==> config.mk <==
export PLATFORM = sky130hd
export DESIGN_NAME = datapath_sequencer
export DESIGN_NICKNAME = d
export VERILOG_FILES = /design/src/rtl/seq_pkg.sv /design/src/rtl/seq_prog_ram.sv /design/src/rtl/datapath_sequencer.sv
export SDC_FILE = /design/constraint.sdc
export NUM_CORES = 1
export LEC_CHECK = 0
export BUFFER_PORTS_ARGS = -buffer_cell sky130_fd_sc_hd__buf_2
export CAP_MARGIN = 20
export CORE_UTILIZATION = 40
export DETAILED_ROUTE_END_ITERATION = 10
export PLACE_DENSITY_LB_ADDON = 0.1
export RECOVER_POWER = 50
export SYNTH_ARGS = -nofsm -noshare
export SYNTH_HDL_FRONTEND = slang
export SYNTH_SLANG_ARGS = --single-unit
==> constraint.sdc <==
create_clock -name clock -period 6.7 [get_ports clock]
set_input_delay 0.67 -clock clock [delete_from_list [all_inputs] [get_ports clock]]
set_output_delay 0.67 -clock clock [all_outputs]
set_load 0.01 [all_outputs]
==> src/rtl/seq_pkg.sv <==
// Shared encodings for the datapath sequencer: instruction classes, FSM states,
// flag indices and instruction field positions.
package seq_pkg;

   localparam int INST_W = 16;

   typedef enum logic [1:0] {
      CLS_ALU  = 2'b00,
      CLS_BR   = 2'b01,
      CLS_HALT = 2'b10,
      CLS_NOP  = 2'b11
   } cls_e;

   typedef enum logic [2:0] {
      ST_IDLE   = 3'd0,
      ST_FETCH  = 3'd1,
      ST_EXEC   = 3'd2,
      ST_PAUSE  = 3'd3,
      ST_HALTED = 3'd4
   } state_e;

   // Flag vector layout is {V,C,N,Z}; the branch selector indexes it directly.
   localparam int FLG_Z = 0;
   localparam int FLG_N = 1;
   localparam int FLG_C = 2;
   localparam int FLG_V = 3;

   localparam int CLS_HI    = 15;
   localparam int CLS_LO    = 14;
   localparam int FS_HI     = 13;
   localparam int FS_LO     = 9;
   localparam int DA_HI     = 8;
   localparam int DA_LO     = 6;
   localparam int SA_HI     = 5;
   localparam int SA_LO     = 3;
   localparam int SB_HI     = 2;
   localparam int SB_LO     = 0;
   localparam int BR_POL    = 13;
   localparam int BR_SEL_HI = 12;
   localparam int BR_SEL_LO = 11;
   localparam int BR_UNC    = 10;

   function automatic logic br_taken(input logic       unc,
                                     input logic       pol,
                                     input logic [1:0] sel,
                                     input logic [3:0] flg);
      return unc | (flg[sel] == pol);
   endfunction

endpackage

==> src/rtl/seq_prog_ram.sv <==
// Program store: single-port RAM, synchronous write, registered read.
// The read register doubles as the instruction register, so it is reset.
module seq_prog_ram #(
   parameter int PROG_DEPTH = 16,
   parameter int ADDR_W     = 4,
   parameter int DATA_W     = 16
) (
   input  logic              clock,
   input  logic              reset,
   input  logic              i_we,
   input  logic              i_re,
   input  logic [ADDR_W-1:0] i_addr,
   input  logic [DATA_W-1:0] i_wdata,
   output logic [DATA_W-1:0] o_rdata
);

   logic [DATA_W-1:0] r_mem [PROG_DEPTH];
   logic [DATA_W-1:0] r_rdata;

   always_ff @(posedge clock) begin
      if (i_we) r_mem[i_addr] <= i_wdata;
   end

   always_ff @(posedge clock or posedge reset) begin
      if (reset)     r_rdata <= '0;
      else if (i_re) r_rdata <= r_mem[i_addr];
   end

   assign o_rdata = r_rdata;

endmodule

==> src/rtl/datapath_sequencer.sv <==
// Microprogram controller for the register-file/ALU datapath: fetches from a
// 16-word program store, decodes, and drives SA/SB/DA/FS/WR with flag branches.
module datapath_sequencer
   import seq_pkg::*;
#(
   parameter int PROG_DEPTH = 16,
   parameter int ADDR_W     = 4,
   parameter int CNT_W      = 8
) (
   input  logic              clock,
   input  logic              reset,
   input  logic              start,
   input  logic              step_mode,
   input  logic              step,
   input  logic              load_en,
   input  logic [ADDR_W-1:0] load_addr,
   input  logic [15:0]       load_data,
   input  logic [3:0]        status,
   output logic [2:0]        SA,
   output logic [2:0]        SB,
   output logic [2:0]        DA,
   output logic [4:0]        FS,
   output logic              WR,
   output logic [ADDR_W-1:0] pc,
   output logic [3:0]        flags,
   output logic              busy,
   output logic              halted,
   output logic [CNT_W-1:0]  inst_count
);

   state_e              r_state, w_next;
   logic [ADDR_W-1:0]   r_pc;
   logic [3:0]          r_flags;
   logic [CNT_W-1:0]    r_cnt;
   logic                r_step_d;
   logic [INST_W-1:0]   w_ir;
   logic                w_ctl_idle, w_step_rise, w_br_taken;
   cls_e                w_cls;
   logic [ADDR_W-1:0]   w_pc_inc, w_pc_exec, w_ram_addr;

   assign w_ctl_idle  = (r_state == ST_IDLE) || (r_state == ST_HALTED);
   assign w_step_rise = step & ~r_step_d;
   assign w_cls       = cls_e'(w_ir[CLS_HI:CLS_LO]);
   assign w_br_taken  = br_taken(w_ir[BR_UNC], w_ir[BR_POL],
                                 w_ir[BR_SEL_HI:BR_SEL_LO], r_flags);
   assign w_ram_addr  = w_ctl_idle ? load_addr : r_pc;

   seq_prog_ram #(
      .PROG_DEPTH (PROG_DEPTH),
      .ADDR_W     (ADDR_W),
      .DATA_W     (INST_W)
   ) u_prog (
      .clock   (clock),
      .reset   (reset),
      .i_we    (w_ctl_idle & load_en),
      .i_re    (r_state == ST_FETCH),
      .i_addr  (w_ram_addr),
      .i_wdata (load_data),
      .o_rdata (w_ir)
   );

   always_comb begin
      w_next = r_state;
      case (r_state)
         ST_IDLE, ST_HALTED: if (start) w_next = ST_FETCH;
         ST_FETCH:           w_next = ST_EXEC;
         ST_EXEC: begin
            if (w_cls == CLS_HALT) w_next = ST_HALTED;
            else if (step_mode)    w_next = ST_PAUSE;
            else                   w_next = ST_FETCH;
         end
         ST_PAUSE:           if (!step_mode || w_step_rise) w_next = ST_FETCH;
         default:            w_next = ST_IDLE;
      endcase
   end

   assign w_pc_inc = r_pc + ADDR_W'(1);

   always_comb begin
      w_pc_exec = w_pc_inc;
      case (w_cls)
         CLS_BR:   if (w_br_taken) w_pc_exec = w_ir[ADDR_W-1:0];
         CLS_HALT: w_pc_exec = r_pc;
         default:  ;
      endcase
   end

   always_ff @(posedge clock or posedge reset) begin
      if (reset) begin
         r_state  <= ST_IDLE;
         r_pc     <= '0;
         r_flags  <= '0;
         r_cnt    <= '0;
         r_step_d <= 1'b0;
      end else begin
         r_state  <= w_next;
         r_step_d <= step;
         if (w_ctl_idle && start) begin
            r_pc <= '0;
         end else if (r_state == ST_EXEC) begin
            r_pc <= w_pc_exec;
            if (w_cls == CLS_ALU) r_flags <= status;
            if (r_cnt != '1)      r_cnt   <= r_cnt + CNT_W'(1);
         end
      end
   end

   // Field outputs track ir in every state; only the write strobe is gated.
   assign FS         = w_ir[FS_HI:FS_LO];
   assign DA         = w_ir[DA_HI:DA_LO];
   assign SA         = w_ir[SA_HI:SA_LO];
   assign SB         = w_ir[SB_HI:SB_LO];
   assign WR         = (r_state == ST_EXEC) && (w_cls == CLS_ALU);
   assign pc         = r_pc;
   assign flags      = r_flags;
   assign busy       = (r_state == ST_FETCH) || (r_state == ST_EXEC) || (r_state == ST_PAUSE);
   assign halted     = (r_state == ST_HALTED);
   assign inst_count = r_cnt;

endmodule

==> flow_summary.ini <==
[global_route]
grt_antenna_before_repair = 0
grt.met1_usage_pct = 25.1
grt_use_total_pct = 20.5
first_global_vias = 6447
use_met3_pct = 3.66
grt_max_usage_layer = met2
grt_max_degree = 66
use_met2_pct = 36.4
overflow = 0
first_pass_grt_wire_length_mm = 42.0

[synthesis]
post_synth_fa_ha_maj_area_fraction_pct = 0.224
yosysUniqueCellTypes = 39
syn-mean-instance-area_um2 = 15.9
synth-seq-area-share_pct = 76.7
synthCells = 705
postSynthRegisterBits = 292
yosys_warns = 0
postSynthNetCount = 737
synthSimpleGateAreaFrac_pct = 4.60
synth_mux_area_share_pct = 0.749
post_synth_instance_area_mm2 = 0.0112
synth_top_family_by_area = compound AO/OA/AOI/OAI gates
synth-compound-area-share_pct = 13.4
synthXorXnorAreaFrac_pct = 0.626

[cts]
clkLatencyLatePin_ns = 0.55
clk_root_buffer_cell = sky130_fd_sc_hd__clkbuf_16
post-cts-setup-buffers = 0
cts.clk_slew.worst_paths_ns = 0.06
cts_tree = built
cts.sink_count = 292
clk_path_buf_depth = 3
cts_inserted_buffers = 31
post_cts_resized = 0
holdBufCountCts = 0
number_of_h_tree_branching_levels = 1

[route]
routed_wirelength_mm = 29.0
detailroute.via_count = 6425
detail_route.drc_violations = 0
avgRoutedWirePerCell_um = 25.2
postRouteAntennaNets = 0
first_pass_iters = 5
initialDrtViolationCount = 577
vias_per_cell = 5.59

[timing]
timing.max_slew.rel_slack_pct = -32.7
fmax_mhz = 293
timing.clock.skew_ns = 0.00701
fin_crit_period_ns = 3.42
final_min_period_over_clock_period_pct = 51.0
worst-slew-pin-transition_ns = 1.99
final.setup.tns_ns = 0
finalMaxSlewViolations = 37
grt_setup_unrepaired = false
setup_viol_count_final = 0
final_count_of_hold_timing_violations = 0
holdWs_ns = 0.240

[placement]
portBuffers = 62
routabilityCongestion = 0.815
dp.final_hpwl_mm = 18.3
numPlacedInstances = 1093

[floorplanning]
die_w_um = 169
die_h_um = 169
std_cell_rows = 60
fp.coreArea_mm2 = 0.0272
design.die.area_mm2 = 0.0286
ios = 63
initial_core_util_pct = 41.2

[setup_path]
timing_worst_setup_path_type = reg2reg
worst-path-max-fanout = 65
cp-start-kind = flip-flop
critPathCaptureType = flip-flop
cp_data_required_time_ns = 6.87
cp.arrival_ns = 3.59
ff2ff_setup_slack_ns = 3.28

[power_and_ir_drop]
internal-power_mw = 3.60
power.sequential.fraction_pct = 42.1
total_leakage_power_nw = 4.11
total_power_mw = 5.41
share_comb_of_total_power_pct = 27.8
sw_frac_of_total_pct = 33.6
max-vdd-ir-drop_mv = 0.231
part_of_the_total_power_dissipated_in_the_clock_network_pct = 30.2
p_switching_mw = 1.82
ratio_of_total_power_to_cell_area_mw_per_mm2 = 426

[outcome]
result_of_the_run = finished with violations
violated_checks = capacitance limit, slew limit

[final_layout]
instances_no_fill = 1150
final_antenna_diode_count = 0
syn2layout_area_growth_pct = 13.6
final_layout_net_count = 788
drive_gt1_share_pct = 14.9
utilization_pct = 46.8
fillers = 2386

[hold_path]
hold_path_class = in2reg

[job]
count_of_maximum_capacitance_violations = 1
## state kept, by name (all words and copies together) (netlist names)
signal and count:
u_prog.r_mem 256, u_prog.o_rdata 16, inst_count 8, flags 4, pc 4, r_state 3, r_step_d 1
## cell type report
type,count,area (µm²),share of cell area [%]
repair buffers,73,370,2.91
multi-input cells,352,2310,18.2
clock buffers,38,802,6.31
flip-flops and latches,292,8590,67.6
well taps,372,465,3.66
inverters,6,22.5,0.177
clock inverters,17,155,1.22
## worst paths after layout
check	start	end	depth (start not counted)
max	r_state[0]	u_prog.r_mem[5][1]	5
max reg2reg	r_state[0]	u_prog.r_mem[5][1]	5
min in group asynchronous	reset	flags[0]	3
min	step	r_step_d	1
min reg2reg	inst_count[6]	inst_count[6]	1
max in group asynchronous	reset	u_prog.o_rdata[0]	3
## power by group through the flow
stage	clock network, mW	registers [mW]	logic, mW
6_report	1.63	2.28	1.50
5_1_grt	1.72	2.30	1.63
4_1_cts	1.66	2.28	1.51
2_1_floorplan	0	2.29	1.05
3_3_place_gp	0	2.31	1.49
3_5_place_dp	0	2.32	1.50
## routing by layer
layer  vias to the layer above  part of all wire (%)  wire length (µm)
met2                       231                    51             14800
met1                      3242                    40             11500
met4                         0                   3.2               915
met5                         -                     0                 0
met3                        64                   6.1              1790
li1                       2888                     -                 -
## layout by cell type (no fill, tap or decap), drive strengths merged, types with 5 or more instances in the layout
cell and count:
a22oi 128, clkbuf 66, inv 7, nor4 15, nand2 24, clkinv 13, a31oi 5, xnor2 7
a21oi 82, dfrtp 36, mux2i 5, edfxtp 256, nor2 37, o21ai 10, buf 45
## cell families after synthesis
group / count (synthesis)
flops: 292
compound gates: 230
simple gates: 105
buf+inv: 61
xor+xnor: 8
mux: 7
fa+ha+maj: 2
## cells in the mapped netlist (all sizes together)
cell	n	area share (%)
a21oi	82	3.7
a22o	1	0.078
a22oi	128	8.6
a31oi	5	0.28
and2	1	0.056
and3	4	0.22
buf	44	3.1
clkbuf	11	0.37
dfrtp	36	8.1
edfxtp	256	69
ha	2	0.22
inv	6	0.20
mux2	1	0.10
mux2i	5	0.45
mux4	1	0.20
nand2	24	0.81
nand2b	4	0.22
nand3	4	0.18
nand4	2	0.11
nor2	37	1.3
nor2b	4	0.22
nor3	1	0.045
nor3b	4	0.27
nor4	15	0.84
o21ai	10	0.51
o2bb2ai	2	0.16
o31ai	1	0.067
o41ai	1	0.078
or2	1	0.056
or3	1	0.056
or4	1	0.067
or4b	2	0.18
xnor2	7	0.55
xor2	1	0.078
## critical path: stages, from the launching register on
cell and delay [ns]:
sky130_fd_sc_hd__dfrtp_1 0.45, sky130_fd_sc_hd__or4b_1 0.60, sky130_fd_sc_hd__o21ai_4 0.08, sky130_fd_sc_hd__buf_4 0.61, sky130_fd_sc_hd__nand3_1 0.46, sky130_fd_sc_hd__nor2_2 0.80
## through the flow
stage	setup slack [ns]	area (µm²)
floorplan	3.92	11200
global placement	3.10	11800
detailed placement	3.01	11800
CTS	3.26	12700
global route	3.09	12700
finish	3.28	12700
(Power assumes the default switching activity.)
